### config.mk
export PLATFORM = sky130hd
export DESIGN_NAME = uart_ctrl_mq_flat
export DESIGN_NICKNAME = d
export VERILOG_FILES = /design/src/rtl/uart_ctrl_mq_if.sv /design/src/rtl/uart_ctrl_mq.sv /design/src/flat_wrapper.sv
export SDC_FILE = /design/constraint.sdc
export NUM_CORES = 1
export LEC_CHECK = 0
export CORE_MARGIN = 5
export CORE_UTILIZATION = 55
export CTS_BUF_LIST = sky130_fd_sc_hd__clkbuf_8 sky130_fd_sc_hd__clkbuf_16
export DETAILED_ROUTE_END_ITERATION = 10
export PLACE_DENSITY_LB_ADDON = 0.08
export SYNTH_ARGS = -nofsm -noshare
export SYNTH_HDL_FRONTEND = slang
export SYNTH_SLANG_ARGS = --single-unit
### constraint.sdc
create_clock -name clk -period 3.8 [get_ports clk]
set_input_delay 0.76 -clock clk [delete_from_list [all_inputs] [get_ports clk]]
set_output_delay 0.76 -clock clk [all_outputs]
set_load 0.02 [all_outputs]
### src/rtl/uart_ctrl_mq_if.sv
// Register-bus bundle between the Wishbone slave decode and uart_ctrl_mq.
interface uart_ctrl_mq_if;
  logic        i_wb_valid;
  logic [31:0] i_wb_adr;
  logic        i_wb_we;
  logic [31:0] i_wb_dat;
  logic [3:0]  i_wb_sel;
  logic        o_wb_ack;
  logic [31:0] o_wb_dat;

  modport master (output i_wb_valid, i_wb_adr, i_wb_we, i_wb_dat, i_wb_sel,
                  input  o_wb_ack, o_wb_dat);
  modport slave  (input  i_wb_valid, i_wb_adr, i_wb_we, i_wb_dat, i_wb_sel,
                  output o_wb_ack, o_wb_dat);
endinterface

### src/rtl/uart_ctrl_mq.sv
// UART controller: RX/TX FIFOs, RX threshold and character timeout, maskable IRQ.
// TX FSM:
//   state     | meaning
//   IDLE      | waiting for a queued character and an idle uart_tx
//   LAUNCH    | pop head into o_tx_data, pulse o_tx_start
//   WAIT_BUSY | waiting for uart_tx to report busy
//   WAIT_DONE | waiting for uart_tx to finish shifting
module uart_ctrl_mq #(
  parameter logic [31:0] BASE_ADDR = 32'h3000_0000,
  parameter int DATA_W   = 8,
  parameter int RX_DEPTH = 8,
  parameter int TX_DEPTH = 8,
  parameter int TO_CHARS = 2
) (
  input  logic              clk,
  input  logic              rst_n,
  input  logic [31:0]       clk_div,
  uart_ctrl_mq_if.slave     wb,
  input  logic [DATA_W-1:0] i_rx_data,
  input  logic              i_rx_valid,
  input  logic              i_frame_err,
  output logic [DATA_W-1:0] o_tx_data,
  output logic              o_tx_start,
  input  logic              i_tx_busy,
  output logic              o_irq
);
  localparam int RX_AW = $clog2(RX_DEPTH);
  localparam int TX_AW = $clog2(TX_DEPTH);
  localparam int RX_CW = RX_AW + 1;
  localparam int TX_CW = TX_AW + 1;

  typedef enum logic [1:0] {IDLE, LAUNCH, WAIT_BUSY, WAIT_DONE} tx_state_t;
  tx_state_t tx_st, tx_nxt;

  logic [DATA_W-1:0] rx_mem [RX_DEPTH];
  logic [DATA_W-1:0] tx_mem [TX_DEPTH];
  logic [RX_AW-1:0]  rx_wp, rx_rp;
  logic [TX_AW-1:0]  tx_wp, tx_rp;
  logic [RX_CW-1:0]  rx_cnt;
  logic [TX_CW-1:0]  tx_cnt;
  logic [15:0]       rx_thr, thr_new;
  logic [3:0]        irq_en, irq_src;
  logic [31:0]       to_cnt, to_limit, div_eff, off, rdata;
  logic [9:0]        stat;
  logic rx_ovr, ferr, tx_ovf;
  logic fire, wr_fire, rd_fire, stat_wr;
  logic rx_empty, rx_full, tx_empty, tx_full, tx_active;
  logic rx_push_req, rx_push, rx_pop, tx_push_req, tx_push, tx_pop;
  logic rx_thr_hit, rx_timeout;
  logic unused_bits;

  assign unused_bits = ^{wb.i_wb_dat[31:16], wb.i_wb_sel[3:2]};

  assign off     = wb.i_wb_adr - BASE_ADDR;
  assign fire    = wb.i_wb_valid & ~wb.o_wb_ack;
  assign wr_fire = fire & wb.i_wb_we;
  assign rd_fire = fire & ~wb.i_wb_we;
  assign stat_wr = wr_fire & (off == 32'h08) & wb.i_wb_sel[0];

  assign rx_empty = (rx_cnt == '0);
  assign rx_full  = (rx_cnt == RX_CW'(RX_DEPTH));
  assign tx_empty = (tx_cnt == '0);
  assign tx_full  = (tx_cnt == TX_CW'(TX_DEPTH));

  // A pop in the same cycle frees the slot, so a push into a full FIFO is kept.
  assign rx_push_req = i_rx_valid & ~i_frame_err;
  assign rx_pop      = rd_fire & (off == 32'h00) & ~rx_empty;
  assign rx_push     = rx_push_req & (~rx_full | rx_pop);
  assign tx_push_req = wr_fire & (off == 32'h04) & wb.i_wb_sel[0];
  assign tx_pop      = (tx_st == LAUNCH);
  assign tx_push     = tx_push_req & (~tx_full | tx_pop);
  assign tx_active   = (tx_st != IDLE);

  assign rx_thr_hit = (16'(rx_cnt) >= rx_thr);
  assign div_eff    = (clk_div == '0) ? 32'd1 : clk_div;
  assign to_limit   = 32'(TO_CHARS) * 32'd10 * div_eff;
  assign rx_timeout = (to_cnt == '0) & ~rx_empty & ~rx_thr_hit;

  assign stat = {tx_active, rx_thr_hit, rx_timeout, tx_ovf, ferr, rx_ovr,
                 tx_full, tx_empty, rx_full, rx_empty};
  assign irq_src = {tx_ovf | ferr | rx_ovr, tx_empty & ~tx_active, rx_timeout, rx_thr_hit};

  always_comb begin
    thr_new = {wb.i_wb_sel[1] ? wb.i_wb_dat[15:8] : rx_thr[15:8],
               wb.i_wb_sel[0] ? wb.i_wb_dat[7:0]  : rx_thr[7:0]};
    if (thr_new == '0)
      thr_new = 16'd1;
    else if (thr_new > 16'(RX_DEPTH))
      thr_new = 16'(RX_DEPTH);
  end

  always_comb begin
    rdata = '0;
    case (off)
      32'h00:  rdata = rx_empty ? 32'd0 : 32'(rx_mem[rx_rp]);
      32'h08:  rdata = {22'd0, stat};
      32'h0C:  rdata = {28'd0, irq_en};
      32'h10:  rdata = {16'(tx_cnt), 16'(rx_cnt)};
      32'h14:  rdata = {16'd0, rx_thr};
      default: rdata = '0;
    endcase
  end

  always_ff @(posedge clk or negedge rst_n) begin
    if (!rst_n) begin
      wb.o_wb_ack <= 1'b0;
      wb.o_wb_dat <= '0;
      irq_en      <= '0;
      rx_thr      <= 16'd1;
      rx_ovr      <= 1'b0;
      ferr        <= 1'b0;
      tx_ovf      <= 1'b0;
      o_irq       <= 1'b0;
    end else begin
      wb.o_wb_ack <= fire;
      if (fire)
        wb.o_wb_dat <= wb.i_wb_we ? 32'd0 : rdata;
      if (wr_fire && off == 32'h0C && wb.i_wb_sel[0])
        irq_en <= wb.i_wb_dat[3:0];
      if (wr_fire && off == 32'h14)
        rx_thr <= thr_new;
      // New events win over a same-cycle write-1-to-clear.
      rx_ovr <= (rx_ovr & ~(stat_wr & wb.i_wb_dat[4])) | (rx_push_req & rx_full & ~rx_pop);
      ferr   <= (ferr   & ~(stat_wr & wb.i_wb_dat[5])) | (i_rx_valid & i_frame_err);
      tx_ovf <= (tx_ovf & ~(stat_wr & wb.i_wb_dat[6])) | (tx_push_req & tx_full & ~tx_pop);
      o_irq  <= |(irq_src & irq_en);
    end
  end

  always_ff @(posedge clk) begin
    if (rx_push) rx_mem[rx_wp] <= i_rx_data;
    if (tx_push) tx_mem[tx_wp] <= wb.i_wb_dat[DATA_W-1:0];
  end

  always_ff @(posedge clk or negedge rst_n) begin
    if (!rst_n) begin
      rx_wp  <= '0;
      rx_rp  <= '0;
      rx_cnt <= '0;
      tx_wp  <= '0;
      tx_rp  <= '0;
      tx_cnt <= '0;
      to_cnt <= '0;
    end else begin
      if (rx_push) rx_wp <= rx_wp + 1'b1;
      if (rx_pop)  rx_rp <= rx_rp + 1'b1;
      rx_cnt <= rx_cnt + RX_CW'(rx_push) - RX_CW'(rx_pop);
      if (tx_push) tx_wp <= tx_wp + 1'b1;
      if (tx_pop)  tx_rp <= tx_rp + 1'b1;
      tx_cnt <= tx_cnt + TX_CW'(tx_push) - TX_CW'(tx_pop);
      // Down-counter reloads on any FIFO activity; terminal count 0 means timed out.
      if (rx_empty || rx_push || rx_pop)
        to_cnt <= to_limit;
      else if (to_cnt != '0)
        to_cnt <= to_cnt - 32'd1;
    end
  end

  always_ff @(posedge clk or negedge rst_n) begin
    if (!rst_n) begin
      tx_st     <= IDLE;
      o_tx_data <= '0;
    end else begin
      tx_st <= tx_nxt;
      if (tx_st == IDLE && tx_nxt == LAUNCH)
        o_tx_data <= tx_mem[tx_rp];
    end
  end

  always_comb begin
    tx_nxt     = tx_st;
    o_tx_start = 1'b0;
    case (tx_st)
      IDLE:      if (!tx_empty && !i_tx_busy) tx_nxt = LAUNCH;
      LAUNCH: begin
        o_tx_start = 1'b1;
        tx_nxt     = WAIT_BUSY;
      end
      WAIT_BUSY: if (i_tx_busy) tx_nxt = WAIT_DONE;
      WAIT_DONE: if (!i_tx_busy) tx_nxt = IDLE;
      default:   tx_nxt = IDLE;
    endcase
  end
endmodule

### src/flat_wrapper.sv
// flat-port wrapper written by rule: the top's interface ports become plain ports
module uart_ctrl_mq_flat 
#(
  parameter logic [31:0] BASE_ADDR = 32'h3000_0000,
  parameter int DATA_W   = 8,
  parameter int RX_DEPTH = 8,
  parameter int TX_DEPTH = 8,
  parameter int TO_CHARS = 2
)
  (clk, rst_n, clk_div, i_rx_data, i_rx_valid, i_frame_err, o_tx_data, o_tx_start, i_tx_busy, o_irq, wb_i_wb_valid, wb_i_wb_adr, wb_i_wb_we, wb_i_wb_dat, wb_i_wb_sel, wb_o_wb_ack, wb_o_wb_dat);
  uart_ctrl_mq_if wb_i ();
  input  logic clk;
  input  logic rst_n;
  input  logic [31:0] clk_div;
  input  logic [DATA_W-1:0] i_rx_data;
  input  logic i_rx_valid;
  input  logic i_frame_err;
  output logic [DATA_W-1:0] o_tx_data;
  output logic o_tx_start;
  input  logic i_tx_busy;
  output logic o_irq;
  input wire logic [$bits(wb_i.i_wb_valid)-1:0] wb_i_wb_valid;
  input wire logic [$bits(wb_i.i_wb_adr)-1:0] wb_i_wb_adr;
  input wire logic [$bits(wb_i.i_wb_we)-1:0] wb_i_wb_we;
  input wire logic [$bits(wb_i.i_wb_dat)-1:0] wb_i_wb_dat;
  input wire logic [$bits(wb_i.i_wb_sel)-1:0] wb_i_wb_sel;
  output wire logic [$bits(wb_i.o_wb_ack)-1:0] wb_o_wb_ack;
  output wire logic [$bits(wb_i.o_wb_dat)-1:0] wb_o_wb_dat;
  assign wb_i.i_wb_valid = wb_i_wb_valid;
  assign wb_i.i_wb_adr = wb_i_wb_adr;
  assign wb_i.i_wb_we = wb_i_wb_we;
  assign wb_i.i_wb_dat = wb_i_wb_dat;
  assign wb_i.i_wb_sel = wb_i_wb_sel;
  assign wb_o_wb_ack = wb_i.o_wb_ack;
  assign wb_o_wb_dat = wb_i.o_wb_dat;
  uart_ctrl_mq #(.BASE_ADDR(BASE_ADDR), .DATA_W(DATA_W), .RX_DEPTH(RX_DEPTH), .TX_DEPTH(TX_DEPTH), .TO_CHARS(TO_CHARS)) u_core (.clk(clk), .rst_n(rst_n), .clk_div(clk_div), .wb(wb_i), .i_rx_data(i_rx_data), .i_rx_valid(i_rx_valid), .i_frame_err(i_frame_err), .o_tx_data(o_tx_data), .o_tx_start(o_tx_start), .i_tx_busy(i_tx_busy), .o_irq(o_irq));
endmodule
Yosys cells after proc, flatten, opt, wreduce, memory -nomap -nowiden:

Memories as Yosys holds them, arrays and structs flattened. A register that Yosys moved wholly into a read port is not among the register bits.
Cells that the tools add are included.

* memories kept: 2
* bits in writable memories: 128
* bits of input ports: 115
* latch bits: 0
* ROM bits: 0
* bits in registers: 111

Memories
* u_core.rx_mem: depth 8, bits a word 8, rd ports 1, clocked after Yosys merged registers in 0, wr ports 1, RTL line uart_ctrl_mq.sv:35 `logic [DATA_W-1:0] rx_mem [RX_DEPTH];`
* u_core.tx_mem: depth 8, bits a word 8, rd ports 1, clocked after Yosys merged registers in 1, wr ports 1, RTL line uart_ctrl_mq.sv:36 `logic [DATA_W-1:0] tx_mem [TX_DEPTH];`

* equal/unequal tests: 11
* bitwise logic cells: 47
* mux-type cells: 19
* add/sub/neg operators: 10
* multiply operators: 1
* $lt $le $gt $ge: 2
* div/mod/pow operators: 0
* reductions and logical operators: 21
* shift operators: 0

Operators with widths (number)
* case mux 32 bit (5 select lines): 1
* 2-to-1 mux 32 bit: 4
* zero test 32 bit: 3
* equality test 32 x 4 -> 1 bit, second input constant: 2
* equality test 32 x 5 -> 1 bit, second input constant: 2
* equality test 32 x 3 -> 1 bit, second input constant: 1
* multiplier 3 x 32 -> 30 bit, first input constant: 1
* 2-to-1 mux 16 bit: 2
* nonzero test 32 bit: 1
* subtractor 32 x 1 -> 32 bit, second input constant: 1
* subtractor 32 x 30 -> 32 bit, second input constant: 1
* AND 1 bit: 26
* 2-to-1 mux 8 bit: 3
* >= comparator 4 x 16 -> 1 bit: 1
* > comparator 16 x 4 -> 1 bit, second input constant: 1
* zero test 16 bit: 1
* inverter 1 bit: 13
* adder 3 x 1 -> 3 bit, second input constant: 4
* adder 4 x 1 -> 4 bit: 2
* equality test 4 bit, second input constant: 2
* zero test 4 bit: 2
* case mux 2 bit (4 select lines): 1
* subtractor 4 x 1 -> 4 bit: 2
* bitwise OR 1 bit: 7
* 11 further kinds: 27

Logic depth before layout (Yosys ltp):

* word-level depth: 10
* gate-level depth with buffers: 15
* gate-level depth less buffers: 15

Worst setup path before layout:

OpenSTA, ideal clock, no wires.

* path type: input-to-reg
* from: input port wb_i_wb_adr[31]
* to: memory u_core.rx_mem[1][0], enable pin
* required time: 3.402 ns
* slack: 0.136 ns
* arrival: 3.266 ns
* setup time: 0.398 ns
* buffers on the path: 1
* stages on the path: 8
* cells stage by stage: nor4b_1 > nand4_1 > or3_1 > buf_2 > nor4_4 > and2b_1 > o21ai_2 > nor4b_1

* cells in the longest elaborated chain, start to end: 8

RTL lines
* start, declared: RTL line flat_wrapper.sv:23 `input wire logic [$bits(wb_i.i_wb_adr)-1:0] wb_i_wb_adr;`
* subtractor 32 x 30 -> 32 bit: RTL line uart_ctrl_mq.sv:54 `assign off = wb.i_wb_adr - BASE_ADDR;`
* zero test 32 bit: RTL line uart_ctrl_mq.sv:67 `assign rx_pop = rd_fire & (off == 32'h00) & ~rx_empty;`
* AND 1 bit (2 in a row): RTL line uart_ctrl_mq.sv:67
* bitwise OR 1 bit: RTL line uart_ctrl_mq.sv:68 `assign rx_push = rx_push_req & (~rx_full | rx_pop);`
* AND 1 bit: RTL line uart_ctrl_mq.sv:68
* 2-to-1 mux 1 bit: RTL line uart_ctrl_mq.sv:131 `if (rx_push) rx_mem[rx_wp] <= i_rx_data;`
* 2-to-1 mux 1 bit (implied by the code): RTL line uart_ctrl_mq.sv:131
* end, declared: RTL line uart_ctrl_mq.sv:35

Every way passes these cells.

Worst setup path after layout:

* from: input port clk_div[29]
* to: register u_core.to_cnt[24]

* cells in the longest elaborated chain, start to end: 4

RTL lines
* start, declared: RTL line flat_wrapper.sv:14 `input logic [31:0] clk_div;`
* zero test 32 bit: RTL line uart_ctrl_mq.sv:75 `assign div_eff = (clk_div == '0) ? 32'd1 : clk_div;`
* 2-to-1 mux 32 bit: RTL line uart_ctrl_mq.sv:75
* multiplier 3 x 32 -> 30 bit: RTL line uart_ctrl_mq.sv:76 `assign to_limit = 32'(TO_CHARS) * 32'd10 * div_eff;`
* 2-to-1 mux 32 bit: RTL line uart_ctrl_mq.sv:152 `if (rx_empty || rx_push || rx_pop)`
* end signal, assigned: RTL line uart_ctrl_mq.sv:153 `to_cnt <= to_limit;`
* end signal, assigned: RTL line uart_ctrl_mq.sv:155 `to_cnt <= to_cnt - 32'd1;`
* end, declared: RTL line uart_ctrl_mq.sv:43 `logic [31:0] to_cnt, to_limit, div_eff, off, rdata;`

Every way passes these cells.
A chain may end at the register's enable or synchronous reset.

==> results.sh <==
export IMPL_worst_path_buf_inv=4
export IMPL_yosys_register_bits=235
export IMPL_instances_no_fill=1506
export IMPL_syn_to_final_growth_pct=25.71
export IMPL_syn_area_per_cell_sq_um=12.12
export IMPL_period_share=0.9825
export IMPL_port_buffers=127
export IMPL_use_met1=0.3124
export IMPL_worstMarginPinSlew_ps=955.3
export IMPL_fmax_mhz=267.8
export IMPL_powerDensity_nw_per_um2=502.7
export IMPL_fin_nets=1400
export IMPL_cp_end_kind="register"
export IMPL_synth_top_cells_by_count="128 x edfxtp_1, 106 x dfrtp_1, 72 x ha_1"
export IMPL_placedCellCount=1453
export IMPL_grt_pass1_vias=8540
export IMPL_die_w_um=158.5
export IMPL_async_reset_ff_frac=0.4553
export IMPL_cts_root_buf="clkbuf_16"
export IMPL_crit_family="compound AO/OA/AOI/OAI gates"
export IMPL_cp_cell_sequence="clkdlybuf4s50_1, nor4_4, nand4_1, buf_6, o21bai_4, ha_4, ha_4, a211o_1, a2111oi_2, buf_4, nor3_1, nand4bb_1, buf_4, a31o_2, a21oi_1, xor2_1, o21ai_0"
export IMPL_vias_per_cell=5.611
export IMPL_wl_per_cell_um=18.26
export IMPL_synth_edff_count=128
export IMPL_p_leak_nw=6.285
export IMPL_grt_overflow_total=0
export IMPL_start_util=0.5577
export IMPL_wl_mm=27.50
export IMPL_synth_ff_type="edfxtp_1"
export IMPL_hold_ws_ps=324.9
export IMPL_synth_cells=1001
export IMPL_clk_latency_ps=500
export IMPL_grt_most_used_layer="met2"
export IMPL_drtPass1Iterations=5
export IMPL_placed_area_sq_um=14300
export IMPL_grt_util_met3=0.03316
export IMPL_ant_nets=0
export IMPL_die_area_sq_um=25130
export IMPL_antenna_found_initial=1
export IMPL_vdd_drop_max_uv=380.7
export IMPL_synth_most_common_cell="edfxtp_1"
export IMPL_htreeDepth=1
export IMPL_synth_top_area_share=0.3168
export IMPL_grt_max_degree=59
export IMPL_clock_sinks=235
export IMPL_path_clk_slew_ps=60
export IMPL_initialDrtViolationCount=409
export IMPL_yosysWarnings=0
export IMPL_yosys_area_top_type="edfxtp_1"
export IMPL_num_rows=54
export IMPL_skew_ps=8.941
export IMPL_syn_area_sq_um=12130
export IMPL_n_antenna_cell=0
export IMPL_post_route_min_period_ps=3734
export IMPL_relSlewSlack=0.3631
export IMPL_critPathKind="in -> reg"
export IMPL_slowest_stage="clkdlybuf4s50_1"
export IMPL_crit_fanout=3
export IMPL_final_area_sq_um=15250
export IMPL_core_sq_um=21760
export IMPL_drc=0
export IMPL_outcome="finished, final reports clean"
export IMPL_synthTopCellsByArea="edfxtp_1 32%, dfrtp_1 22%, ha_1 7.4%"
export IMPL_slowest_delay_ps=530
export IMPL_tritoncts="yes"
export IMPL_grt_pass1_wl_mm=43.96
export IMPL_met2_usage=0.3667
export IMPL_chipHeight_um=158.5
export IMPL_start_kind="input port"
export IMPL_hold_violations=0
export IMPL_synth_cell_types=73
export IMPL_maxCapViolations=0
export IMPL_grt_total_usage=0.2205
export IMPL_dp_final_hpwl_mm=19.93
export IMPL_setup_violations=0
export IMPL_tns_ps=0
export IMPL_hp_class="in -> async"
export IMPL_final_util=0.7011
export IMPL_drive_above_1_share=0.1835
export IMPL_cp_arrival_ps=4110
export IMPL_gp_congestion=0.8390
export IMPL_cp_required_ps=4170
export IMPL_cts_buffers=23
export IMPL_ys_seq_area_frac=0.5376
export IMPL_clock_path_buffers=3
export IMPL_final_max_slew_viol_count=0
export IMPL_vias=8450
export IMPL_ios=158
repair_timing:
item                                    CTS  global route
hold buffers                              0             0
resized for setup                         9            29
hold endpoints to repair                  0             0
pin swaps                                 5            14
endpoints found under the setup margin    7            12
buffers inserted                         10             2
cells by family (layout without fill, tap and decap cells):
logic type | after synthesis | after routing | share of synthesized area
fa+ha+maj | 75 | 75 | 0.07920
compound gates | 188 | 188 | 0.09993
xor+xnor | 61 | 61 | 0.04403
simple gates | 274 | 274 | 0.1178
buf+inv | 107 | 321 | 0.03733
flops | 235 | 235 | 0.5376
other cells | 1 | 12 | 0.0003091
mux | 60 | 60 | 0.08384
state kept, by name, summed over array words and instances, names as in the netlist, 8 cells and up:
register / count
u_core.rx_mem: 64
u_core.o_tx_data: 8
u_core.rx_thr: 16
u_core.tx_mem: 64
u_core.to_cnt: 32
u_core.wb.o_wb_dat: 20
metal layers:
metal  part of all wire  vias to the layer above
li1                   -                     4107
met2               0.49                      187
met1               0.43                     4115
met5            0.00073                        -
met3              0.050                       39
met4              0.020                        2
worst reg2reg max path, stage by stage, from the launching register on:
cell and delay (ps):
dfrtp_1 430, or4_2 720, or3_4 400, nor3_4 260, and2_1 330, buf_4 230
nor2_1 50, nand2_1 80, xor2_1 150, o21ai_0 90
path summary, 6_finish.rpt:
check                                           startpoint                               to  slack, ps  depth (start not counted)
setup / recovery                               clk_div[29]    u_core.to_cnt[24]$_DFFE_PN0P_         70                         17
hold / removal                                       rst_n  u_core.o_tx_data[3]$_DFFE_PN0P_        320                          1
setup reg to reg             u_core.to_cnt[18]$_DFFE_PN0P_    u_core.to_cnt[14]$_DFFE_PN0P_        930                          9
hold reg to reg            u_core.o_tx_data[5]$_DFFE_PN0P_  u_core.o_tx_data[5]$_DFFE_PN0P_        470                          2
max in group asynchronous                            rst_n     u_core.rx_thr[0]$_DFFE_PN1P_       2670                          2
min in group clk           u_core.o_tx_data[5]$_DFFE_PN0P_  u_core.o_tx_data[5]$_DFFE_PN0P_        470                          2
report_power, final:
part / switching (mW) / internal, mW
combinational: 0.978 / 1.08
sequential: 0.407 / 3.05
clock: 0.910 / 1.24
per-stage QoR:
step | setup slack, ps | total power [mW]
finish | 66.41 | 7.667
global route | -72.61 | 8.143
CTS | -31.06 | 7.717
detailed placement | -697.4 | 5.534
global placement | -582.8 | 5.471
floorplan | 136.4 | 4.821
placed cells by master (no fill, tap or decap), drive strengths merged, types with 9 or more instances in the layout:
cell type / synthesis / layout
xor2: 34 / 34
o21ai: 48 / 48
dfrtp: 106 / 106
inv: 37 / 44
mux4: 32 / 32
nand2: 70 / 70
mux2i: 15 / 15
nor4: 26 / 26
nand3: 14 / 14
a22o: 12 / 12
clkdlybuf4s50: 0 / 115
nor2: 62 / 62
and2: 17 / 17
conb: 1 / 12
edfxtp: 128 / 128
ha: 72 / 72
a21oi: 55 / 55
mux2: 13 / 13
a21o: 13 / 13
o31ai: 9 / 9
clkbuf: 49 / 27
xnor2: 27 / 27
nand2b: 10 / 10
nor3: 24 / 24
buf: 21 / 117
dlymetal6s2s: 0 / 11
cell type report:
| type | count | area (sq um) |
|---|---|---|
| flip-flops and latches | 235 | 6523 |
| fillers | 1593 | 6504 |
| multi-input cells | 670 | 5326 |
| repair buffers | 243 | 2196 |
| clock buffers | 27 | 630.6 |
| well taps | 280 | 350.3 |
| inverters | 37 | 138.9 |
| clock inverters | 14 | 87.58 |
Power figures use the tool's default switching activity.
